==> config.mk <==
export PLATFORM = sky130hd
export DESIGN_NAME = wash_cycle_timer_flat
export DESIGN_NICKNAME = d
export VERILOG_FILES = /design/src/rtl/wash_cycle_timer_if.sv /design/src/rtl/wash_cycle_timer.sv /design/src/flat_wrapper.sv
export SDC_FILE = /design/constraint.sdc
export NUM_CORES = 1
export LEC_CHECK = 0
export ABC_CLOCK_PERIOD_IN_PS = 3490
export CORE_MARGIN = 2
export CORE_UTILIZATION = 45
export CTS_CLUSTER_DIAMETER = 120
export DETAILED_ROUTE_END_ITERATION = 7
export GPL_TIMING_DRIVEN = 0
export PLACE_DENSITY_LB_ADDON = 0.25
export SYNTH_ARGS = -nofsm -noshare
export SYNTH_HDL_FRONTEND = slang
export SYNTH_SLANG_ARGS = --single-unit
==> constraint.sdc <==
create_clock -name clk -period 3.49 [get_ports clk]
set_input_delay 0.349 -clock clk [delete_from_list [all_inputs] [get_ports clk]]
set_output_delay 0.349 -clock clk [all_outputs]
set_load 0.02 [all_outputs]
==> src/rtl/wash_cycle_timer_if.sv <==
// Controller-side signal bundle for wash_cycle_timer: start/pause/abort commands in,
// done pulse, status and remaining-time readout out.
interface wash_cycle_timer_if #(
  parameter int unsigned WIDTH = 32
);
  logic             timer_start;
  logic [WIDTH-1:0] timer_value;
  logic             timer_pause;
  logic             timer_abort;
  logic             timer_done;
  logic             busy;
  logic             paused;
  logic [WIDTH-1:0] remaining;
  logic             agitate_dir;
  logic             pause_timeout;

  modport master (
    output timer_start, timer_value, timer_pause, timer_abort,
    input  timer_done, busy, paused, remaining, agitate_dir, pause_timeout
  );

  modport slave (
    input  timer_start, timer_value, timer_pause, timer_abort,
    output timer_done, busy, paused, remaining, agitate_dir, pause_timeout
  );
endinterface

==> src/rtl/wash_cycle_timer.sv <==
// Prescaled countdown timer with pause, abort and motor agitation toggle.
// Optional pause auto-abort is built when TIMER_PAUSE_TIMEOUT_EN is defined.
module wash_cycle_timer #(
  parameter int unsigned WIDTH          = 32,
  parameter int unsigned PRESCALE       = 1,
  parameter int unsigned AGITATE_PERIOD = 1048576,
  parameter int unsigned PAUSE_LIMIT    = 60000000
) (
  input logic               clk,
  input logic               reset,
  wash_cycle_timer_if.slave tif
);

  localparam int unsigned PsW = (PRESCALE > 1) ? $clog2(PRESCALE) : 1;
  localparam int unsigned AgW = (AGITATE_PERIOD > 1) ? $clog2(AGITATE_PERIOD) : 1;
  localparam logic [PsW-1:0] PsLast = PsW'(PRESCALE - 1);
  localparam logic [AgW-1:0] AgLast = AgW'(AGITATE_PERIOD - 1);

  if (PRESCALE < 1 || AGITATE_PERIOD < 1 || PAUSE_LIMIT < 1) begin : g_param_check
    $error("wash_cycle_timer: PRESCALE, AGITATE_PERIOD and PAUSE_LIMIT must be >= 1");
  end

  typedef enum logic {StIdle, StRun} state_e;

  state_e           state_q, state_d;
  logic [WIDTH-1:0] rem_q, rem_d;
  logic [PsW-1:0]   presc_q, presc_d;
  logic [AgW-1:0]   agit_q, agit_d;
  logic             dir_q, dir_d;
  logic             done_q, done_d;
  logic             paused_q, paused_d;
  logic             pto_q, pto_d;

`ifdef TIMER_PAUSE_TIMEOUT_EN
  localparam int unsigned PcW = $clog2(PAUSE_LIMIT + 1);
  localparam logic [PcW-1:0] PcLast = PcW'(PAUSE_LIMIT - 1);
  logic [PcW-1:0] pcnt_q, pcnt_d;
`endif

  always_comb begin
    state_d  = state_q;
    rem_d    = rem_q;
    presc_d  = presc_q;
    agit_d   = agit_q;
    dir_d    = dir_q;
    done_d   = 1'b0;
    pto_d    = 1'b0;
`ifdef TIMER_PAUSE_TIMEOUT_EN
    pcnt_d   = '0;
`endif

    if (tif.timer_abort) begin
      state_d = StIdle;
      rem_d   = '0;
      presc_d = '0;
      agit_d  = '0;
    end else if (tif.timer_start) begin
      presc_d = '0;
      agit_d  = '0;
      dir_d   = 1'b0;
      if (tif.timer_value == '0) begin
        state_d = StIdle;
        rem_d   = '0;
        done_d  = 1'b1;
      end else begin
        state_d = StRun;
        rem_d   = tif.timer_value;
      end
    end else if (state_q == StRun) begin
      if (!tif.timer_pause) begin
        if (presc_q == PsLast) begin
          presc_d = '0;
          // Guarding with <= 1 keeps remaining from ever wrapping below zero.
          if (rem_q <= WIDTH'(1)) begin
            rem_d   = '0;
            state_d = StIdle;
            done_d  = 1'b1;
          end else begin
            rem_d = rem_q - WIDTH'(1);
          end
        end else begin
          presc_d = presc_q + PsW'(1);
        end

        if (agit_q == AgLast) begin
          agit_d = '0;
          dir_d  = ~dir_q;
        end else begin
          agit_d = agit_q + AgW'(1);
        end
      end else begin
`ifdef TIMER_PAUSE_TIMEOUT_EN
        if (pcnt_q == PcLast) begin
          state_d = StIdle;
          rem_d   = '0;
          presc_d = '0;
          agit_d  = '0;
          pto_d   = 1'b1;
        end else begin
          pcnt_d = pcnt_q + PcW'(1);
        end
`endif
      end
    end

    paused_d = (state_d == StRun) && tif.timer_pause;
  end

  always_ff @(posedge clk) begin
    if (reset) begin
      state_q  <= StIdle;
      rem_q    <= '0;
      presc_q  <= '0;
      agit_q   <= '0;
      dir_q    <= 1'b0;
      done_q   <= 1'b0;
      paused_q <= 1'b0;
      pto_q    <= 1'b0;
    end else begin
      state_q  <= state_d;
      rem_q    <= rem_d;
      presc_q  <= presc_d;
      agit_q   <= agit_d;
      dir_q    <= dir_d;
      done_q   <= done_d;
      paused_q <= paused_d;
      pto_q    <= pto_d;
    end
  end

`ifdef TIMER_PAUSE_TIMEOUT_EN
  always_ff @(posedge clk) begin
    if (reset) begin
      pcnt_q <= '0;
    end else begin
      pcnt_q <= pcnt_d;
    end
  end
`endif

  assign tif.busy          = (state_q == StRun);
  assign tif.paused        = paused_q;
  assign tif.remaining     = rem_q;
  assign tif.timer_done    = done_q;
  assign tif.agitate_dir   = dir_q;
  assign tif.pause_timeout = pto_q;

endmodule

==> src/flat_wrapper.sv <==
// flat-port wrapper written by rule: the top's interface ports become plain ports
module wash_cycle_timer_flat 
#(
  parameter int unsigned WIDTH          = 32,
  parameter int unsigned PRESCALE       = 1,
  parameter int unsigned AGITATE_PERIOD = 1048576,
  parameter int unsigned PAUSE_LIMIT    = 60000000
)
  (clk, reset, tif_timer_start, tif_timer_value, tif_timer_pause, tif_timer_abort, tif_timer_done, tif_busy, tif_paused, tif_remaining, tif_agitate_dir, tif_pause_timeout);
  wash_cycle_timer_if #(.WIDTH(WIDTH)) tif_i ();
  input logic clk;
  input logic reset;
  input wire logic [$bits(tif_i.timer_start)-1:0] tif_timer_start;
  input wire logic [$bits(tif_i.timer_value)-1:0] tif_timer_value;
  input wire logic [$bits(tif_i.timer_pause)-1:0] tif_timer_pause;
  input wire logic [$bits(tif_i.timer_abort)-1:0] tif_timer_abort;
  output wire logic [$bits(tif_i.timer_done)-1:0] tif_timer_done;
  output wire logic [$bits(tif_i.busy)-1:0] tif_busy;
  output wire logic [$bits(tif_i.paused)-1:0] tif_paused;
  output wire logic [$bits(tif_i.remaining)-1:0] tif_remaining;
  output wire logic [$bits(tif_i.agitate_dir)-1:0] tif_agitate_dir;
  output wire logic [$bits(tif_i.pause_timeout)-1:0] tif_pause_timeout;
  assign tif_i.timer_start = tif_timer_start;
  assign tif_i.timer_value = tif_timer_value;
  assign tif_i.timer_pause = tif_timer_pause;
  assign tif_i.timer_abort = tif_timer_abort;
  assign tif_timer_done = tif_i.timer_done;
  assign tif_busy = tif_i.busy;
  assign tif_paused = tif_i.paused;
  assign tif_remaining = tif_i.remaining;
  assign tif_agitate_dir = tif_i.agitate_dir;
  assign tif_pause_timeout = tif_i.pause_timeout;
  wash_cycle_timer #(.WIDTH(WIDTH), .PRESCALE(PRESCALE), .AGITATE_PERIOD(AGITATE_PERIOD), .PAUSE_LIMIT(PAUSE_LIMIT)) u_core (.clk(clk), .reset(reset), .tif(tif_i));
endmodule
==> summary.txt, run 1 <==
Outcome
  – Status: completed

Clocking
  – H-tree depth: 2
  – Clock tree buffer depth: 2
  – Clock-pin slew on the worst setup and hold paths: 0.12 ns
  – Num CTS Buffers: 5
  – Hold buffer count at CTS: 0
  – Clk sinks: 56
  – Worst skew pair latency: 0.33 ns
  – Buffers inserted by post-CTS timing repair: 0
  – Post-CTS Resized: 0
  – CTS tree: done
  – Root Buffer: clkbuf_8

Power and ir drop
  – Comb power frac: 26.3%
  – Sw frac: 33.81%
  – PwrDens: 343.9 nW/um2
  – Clk network pwr share: 26.7%
  – Leakage power: 1.422 nW
  – VDD IR max: 0.1646 mV
  – Switching Power: 0.4951 mW
  – Part of the power in registers: 47.0%
  – Cell-internal power: 0.9693 mW

Layout
  – Layout cells sized above 1: 6.188%
  – Multi-input gate area: 2051 um2
  – Fin nets: 540
  – Non-Filler Instances: 600
  – Fillcell total: 711
  – Sequential standard cell area: 1121 um2
  – Core Util, Final: 59.02%
  – P&R area growth vs syn: 28.32%
  – Ant diodes: 0

Synth
  – Synth cell types: 54
  – Post-synth ARST share: 0%
  – #FFs+latches synth: 56
  – Syn_area_per_cell: 7.882 um2
  – Main flop type after synthesis: dfxtp_1
  – Mapped Nets: 461
  – Sequential share of the synthesized area: 33.79%
  – Cells after synthesis: 421
  – EDFF count, synth: 0
  – Mapped cell area: 3318 um2
  – Synth warn: 0

Routing
  – DRC Markers: 0
  – Vias: 3,749
  – Total detailed-routing wirelength: 10.68 mm
  – DR iter-0 viols: 345
  – Post-route antenna net violation count: 0
  – Mean number of vias per cell: 6.248
  – Drt wl/cell: 17.81 um
  – TritonRoute pass-1 iters: 5

STA
  – Setup violations, final: 0
  – Tmin final: 2.965 ns
  – Actual slew at the worst max-slew pin: 1.277 ns
  – Unrepaired setup endpoints after global routing: no
  – Final worst setup slack: 0.5251 ns
  – Slew margin rel.: 14.08%
  – Fmax: 337.3 MHz
  – Final Max Slew Viols: 0
  – Setup TNS: 0 ns
  – Clk_skew: 0.01698 ns
  – Final period util: 84.95%
  – Final count of hold timing violations: 0

Worst setup path
  – Worst path max stage delay: 1.07 ns
  – Worst path required time: 3.70 ns
  – CP Launch Type: input port
  – Crit. End Element: register
  – Max FO, Critical Path: 10
  – CP Cell Sequence: clkdlybuf4s50_1, nand2b_1, nor4_1, nand4_1, nand3_1, clkbuf_1, nor2_1
  – Slowest-stage cell, CP: nor4_1
  – Worst Path Class, Setup: in2reg
  – Worst EP arrival: 3.18 ns

Die
  – Die Area: 8077 um2
  – Initial Util: 45.99%
  – Core box area: 7214 um2
  – Die width: 89.87 um
  – Die Y: 89.87 um
  – Top-Level Pins: 74
  – FP Rows: 31

Run
  – Max-Cap Viols: 0

Placement
  – Routability cong.: 0.9350
  – Post-Place Cells: 592
  – Post-DP HPWL: 7.732 mm
  – Pre-CTS WS: 0.1732 ns
  – Number of port buffers: 72

GRT
  – Via count of the first global-routing pass: 3,523
  – Gr usage total: 26.08%
  – Largest net degree at the start of global routing: 20
  – Global-route wire length before repair: 17.37 mm
  – Initial antenna violation count: 0
  – Grt total ovfl: 0

Worst hold path
  – Worst Hold Class: reg2reg
-- state kept, by name, indices dropped and copies added, names as in the netlist --
name and cells:
u_core.agit_q 20, u_core.tif.busy 1, u_core.tif.timer_done 1, u_core.tif.remaining 32, u_core.tif.paused 1, u_core.tif.agitate_dir 1
-- per-stage QoR --
step           total power [mW]  hold WS [ns]  instance area, um2
5_1_grt                   1.529        0.5279                4258
4_1_cts                   1.462        0.4964                4258
2_1_floorplan            0.9240        0.4181                3318
3_5_place_dp              1.076        0.4799                4163
3_3_place_gp              1.068        0.4654                4163
6_report                  1.464        0.4912                4258
-- final cells by class --
class	count	share of cell area [%]
Clock inverter	3	0.6171
Timing Repair Buffer	72	16.93
Tap cell	99	2.909
Sequential cell	56	26.33
Clock buffer	5	1.616
Inverter	7	0.6171
Multi-Input combinational cell	333	48.16
Buffer	25	2.821
-- synth_stat cells (3+ instances only) --
library cell   n  area (um2)
inv_1          7       26.28
or2_2          3       18.77
or3_1          4       25.02
o221a_2        3       33.78
a211oi_1       5       37.54
nor4_1        19       118.9
nand4_1       12       75.07
nor3_1        20       100.1
dfxtp_1       56        1121
a31o_2         3       26.28
a21o_1         5       37.54
xnor2_1        7       61.31
o21a_1        12       90.09
a221oi_1       3       26.28
a21oi_1       35       175.2
nor2_1        39       146.4
buf_6          3       33.78
or4_1          9       67.56
o211ai_1       4       30.03
xor2_1        19       166.4
o21ai_0       38       190.2
ha_1           3       37.54
or4_4          3       33.78
a31oi_1        4       25.02
clkbuf_1      19       71.32
nand3_1       20       100.1
nand2_1       28       105.1
-- final timing paths --
check	slack (ns)	end	cells after the start	startpoint
min reg2reg	0.49	u_core.agit_q[1]	2	u_core.agit_q[1]
min	0.49	u_core.agit_q[1]	2	u_core.agit_q[1]
max	0.53	u_core.agit_q[12]	7	tif_timer_pause
max reg2reg	0.57	u_core.tif.remaining[19]	6	u_core.tif.remaining[8]
-- power groups by stage --
stage / Combinational, mW / Clock, mW / Sequential, mW
after floorplan: 0.208 / 0 / 0.716
after detailed placement: 0.375 / 0 / 0.701
after CTS: 0.378 / 0.398 / 0.687
after global routing: 0.415 / 0.423 / 0.691
after global placement: 0.369 / 0 / 0.700
final: 0.385 / 0.391 / 0.688
-- placed cells by master (no fill, tap or decap), types with 3 or more instances in the layout --
| cell | count |
|---|---|
| nor3_1 | 20 |
| or4_1 | 9 |
| a31oi_1 | 4 |
| xnor2_1 | 7 |
| nor4_1 | 19 |
| nor2_1 | 39 |
| a21oi_1 | 35 |
| clkdlybuf4s50_1 | 72 |
| inv_1 | 7 |
| o21ai_0 | 38 |
| ha_1 | 3 |
| a21o_1 | 5 |
| or4_4 | 3 |
| dfxtp_1 | 56 |
| clkbuf_1 | 19 |
| a211oi_1 | 5 |
| nand2_1 | 28 |
| or2_2 | 3 |
| nand4_1 | 12 |
| xor2_1 | 19 |
| o21a_1 | 12 |
| clkbuf_8 | 5 |
| a221oi_1 | 3 |
| a31o_2 | 3 |
| or3_1 | 4 |
| o221a_2 | 3 |
| nand3_1 | 20 |
| o211ai_1 | 4 |
| buf_6 | 3 |
-- metal layers --
metal | GRT usage, % | vias to the layer above | routed length, um | share of wire, %
met3 | 5.281 | 29 | 1012 | 9.5
li1 | - | 1740 | - | -
met4 | 10.38 | 0 | 263 | 2.5
met5 | 0 | - | 0 | 0
met2 | 41.48 | 228 | 4802 | 45
met1 | 34.81 | 1752 | 4605 | 43
-- logic make-up (layout without fill, tap and decap cells) --
| family | count (synthesis) | after routing | share of synthesized area, % |
|---|---|---|---|
| other | 1 | 1 | 0.1130 |
| flip-flops | 56 | 56 | 33.79 |
| AND/OR/NAND/NOR | 171 | 171 | 27.11 |
| adder cells (fa/ha/maj) | 3 | 3 | 1.131 |
| AO/OA/AOI/OAI | 130 | 130 | 25.91 |
| multiplexers | 2 | 2 | 0.6787 |
| buffers and inverters | 32 | 112 | 4.412 |
| XOR/XNOR | 26 | 26 | 6.863 |
-- critical path, delay by kind of cell --
kind / cells / cell delay, ns
and+or+nand+nor: 5 / 1.96
buffers and inverters: 2 / 0.87
No activity file was read; power rests on OpenSTA's default activity.
==> inputs of run 2 (changes only) <==
--- a/config.mk
+++ b/config.mk
@@ -5,7 +5,7 @@
 export SDC_FILE = /design/constraint.sdc
 export NUM_CORES = 1
 export LEC_CHECK = 0
-export ABC_CLOCK_PERIOD_IN_PS = 3490
+export ABC_CLOCK_PERIOD_IN_PS = 2800
 export CORE_MARGIN = 2
 export CORE_UTILIZATION = 45
 export CTS_CLUSTER_DIAMETER = 120
==> constraint.sdc (replaced) <==
create_clock -name clk -period 2.8 [get_ports clk]
set_input_delay 0.28 -clock clk [delete_from_list [all_inputs] [get_ports clk]]
set_output_delay 0.28 -clock clk [all_outputs]
set_load 0.02 [all_outputs]
==> summary.txt, run 2 (synthesis gave the netlist of run 1 again) <==
Worst setup path
  – Crit path to: u_core.tif.remaining[10]
  – Max FO, Critical Path: 8
  – CP Launch Type: register
  – Critical R2R Launch: u_core.tif.remaining[15]
  – Crit path max-delay family: simple AND/OR/NAND/NOR gates
  – Worst EP arrival: 2.97 ns
  – Worst Path Buf+Inv: 1
  – Slowest-stage cell, CP: or4_4
  – CP Cell Sequence: or4_4, or4_4, or4_4, buf_8, a221oi_4, nor2_1
  – Register-to-register setup slack: 0.06 ns
  – Stages on worst setup path: 6
  – Worst path max stage delay: 0.64 ns
  – Worst Path Class, Setup: reg2reg
  – Worst Setup SP: u_core.tif.remaining[15]
  – Crit. End Element: register
  – R2R Path End: u_core.tif.remaining[10]
  – Cells on worst reg2reg path: 6
  – Crit-path most repeated cell: or4_4
  – Worst path required time: 3.03 ns

Run
  – Max-Cap Viols: 0

Routing
  – TritonRoute pass-1 iters: 5
  – Total detailed-routing wirelength: 10.88 mm
  – DR iter-0 viols: 340
  – Drt wl/cell: 17.99 um
  – Post-route antenna net violation count: 0
  – DRC Markers: 0
  – Mean number of vias per cell: 6.294
  – Vias: 3,808

Die
  – Die Area: 8077 um2
  – Die Y: 89.87 um
  – Core box area: 7214 um2
  – FP Rows: 31
  – Initial Util: 45.99%
  – Top-Level Pins: 74
  – Die width: 89.87 um

GRT
  – Global-route wire length before repair: 17.46 mm
  – Largest net degree at the start of global routing: 20
  – Via count of the first global-routing pass: 3,530
  – Gr usage total: 26.20%
  – Initial antenna violation count: 0
  – Grt total ovfl: 0

STA
  – Unrepaired setup endpoints after global routing: no
  – Actual slew at the worst max-slew pin: 1.034 ns
  – Setup violations, final: 0
  – Final count of hold timing violations: 0
  – Slew margin rel.: 30.46%
  – Hold slack: 0.4907 ns
  – Fmax: 364.7 MHz
  – Clk_skew: 0.01303 ns
  – Tmin final: 2.742 ns
  – Final period util: 97.93%
  – Final Max Slew Viols: 0

Clocking
  – Clock tree buffer depth: 2
  – CTS tree: done
  – Clk sinks: 56
  – H-tree depth: 2
  – Hold buffer count at CTS: 0
  – Clock-pin slew on the worst setup and hold paths: 0.12 ns
  – Worst skew pair latency: 0.33 ns
  – Num CTS Buffers: 5
  – Root Buffer: clkbuf_8

Power and ir drop
  – Switching Power: 0.6234 mW
  – VDD IR max: 0.2091 mV
  – Clk network pwr share: 26.5%
  – PwrDens: 423.0 nW/um2
  – Part of the power in registers: 46.6%
  – Comb power frac: 26.9%
  – Leakage power: 1.460 nW
  – Cell-internal power: 1.216 mW
  – Sw frac: 33.90%

Layout
  – Flip-flop count of the largest register after layout: 32
  – Most frequent cells in the layout: 72 x clkdlybuf4s50_1, 54 x dfxtp_1, 39 x nor2_1
  – Commonest non-fill, non-tap cell in the layout: clkdlybuf4s50_1
  – Fin nets: 545
  – Fillcell total: 698
  – P&R area growth vs syn: 31.03%
  – Core Util, Final: 60.27%
  – Ant diodes: 0
  – Layout cells sized above 1: 8.103%

Placement
  – Number of port buffers: 72
  – Post-DP HPWL: 7.732 mm
  – Routability cong.: 0.9350

Worst hold path
  – Worst Hold Class: reg2reg
  – Worst Hold Depth: 2

Outcome
  – Status: completed
==> run 2: power groups by stage <==
stage / clock [mW] / combinational (mW) / sequential (mW)
floorplan: 0 / 0.259 / 0.893
global placement: 0 / 0.459 / 0.872
detailed placement: 0 / 0.467 / 0.874
CTS: 0.496 / 0.474 / 0.856
global route: 0.528 / 0.530 / 0.861
finish: 0.487 / 0.494 / 0.858
==> run 2: how the worst min path moves through the flow <==
stage / startpoint / end / slack [ns]
2_1_floorplan: reset / u_core.tif.agitate_dir / 0.35
3_3_place_gp: u_core.agit_q[1] / u_core.agit_q[1] / 0.47
3_5_place_dp: u_core.tif.agitate_dir / u_core.tif.agitate_dir / 0.48
4_1_cts: u_core.agit_q[1] / u_core.agit_q[1] / 0.50
5_1_grt: u_core.agit_q[1] / u_core.agit_q[1] / 0.53
6_report: u_core.agit_q[1] / u_core.agit_q[1] / 0.49
==> run 2: area by class of cell <==
type / instances / area, um2 / share of cell area, %
tap: 99 / 123.9 / 2.849
inverter: 7 / 26.28 / 0.6043
timing repair buffer: 78 / 783.3 / 18.01
multi-input combinational: 333 / 2081 / 47.86
sequential: 56 / 1126 / 25.90
clock inverter: 3 / 26.28 / 0.6043
buffer: 24 / 112.6 / 2.590
clock buffer: 5 / 68.82 / 1.583
==> run 2: timing repair <==
action,CTS,global route
setup buffers,1,4
endpoints found under the setup margin,19,18
gates resized for setup,2,6
pin swaps,1,2
gates cloned,0,1
==> run 2: stage by stage <==
stage                     cells  setup TNS, ns  area [um2]  power, mW  setup WS [ns]
after floorplan             421              0        3318      1.152         0.1436
after global placement      592         -4.894        4163      1.332        -0.4467
after detailed placement    592         -4.659        4163      1.341        -0.4478
after CTS                   601              0        4278      1.826        0.02980
after global routing        605              0        4348      1.920       0.003293
final                       605              0        4348      1.839        0.05791
==> run 2: worst min-delay path: stages, from the launching register on <==
cell and delay [ns]:
dfxtp_1 0.34, nand2_1 0.06, a21oi_1 0.05
==> run 2: routing by layer <==
layer | share of wire [%] | track usage (%) | up-vias | wire length [um]
li1 | - | - | 1746 | -
met1 | 43 | 34.87 | 1805 | 4686
met2 | 45 | 41.67 | 226 | 4888
met3 | 9.4 | 5.448 | 31 | 1028
met4 | 2.6 | 10.51 | 0 | 278
met5 | 0 | 0 | - | 0
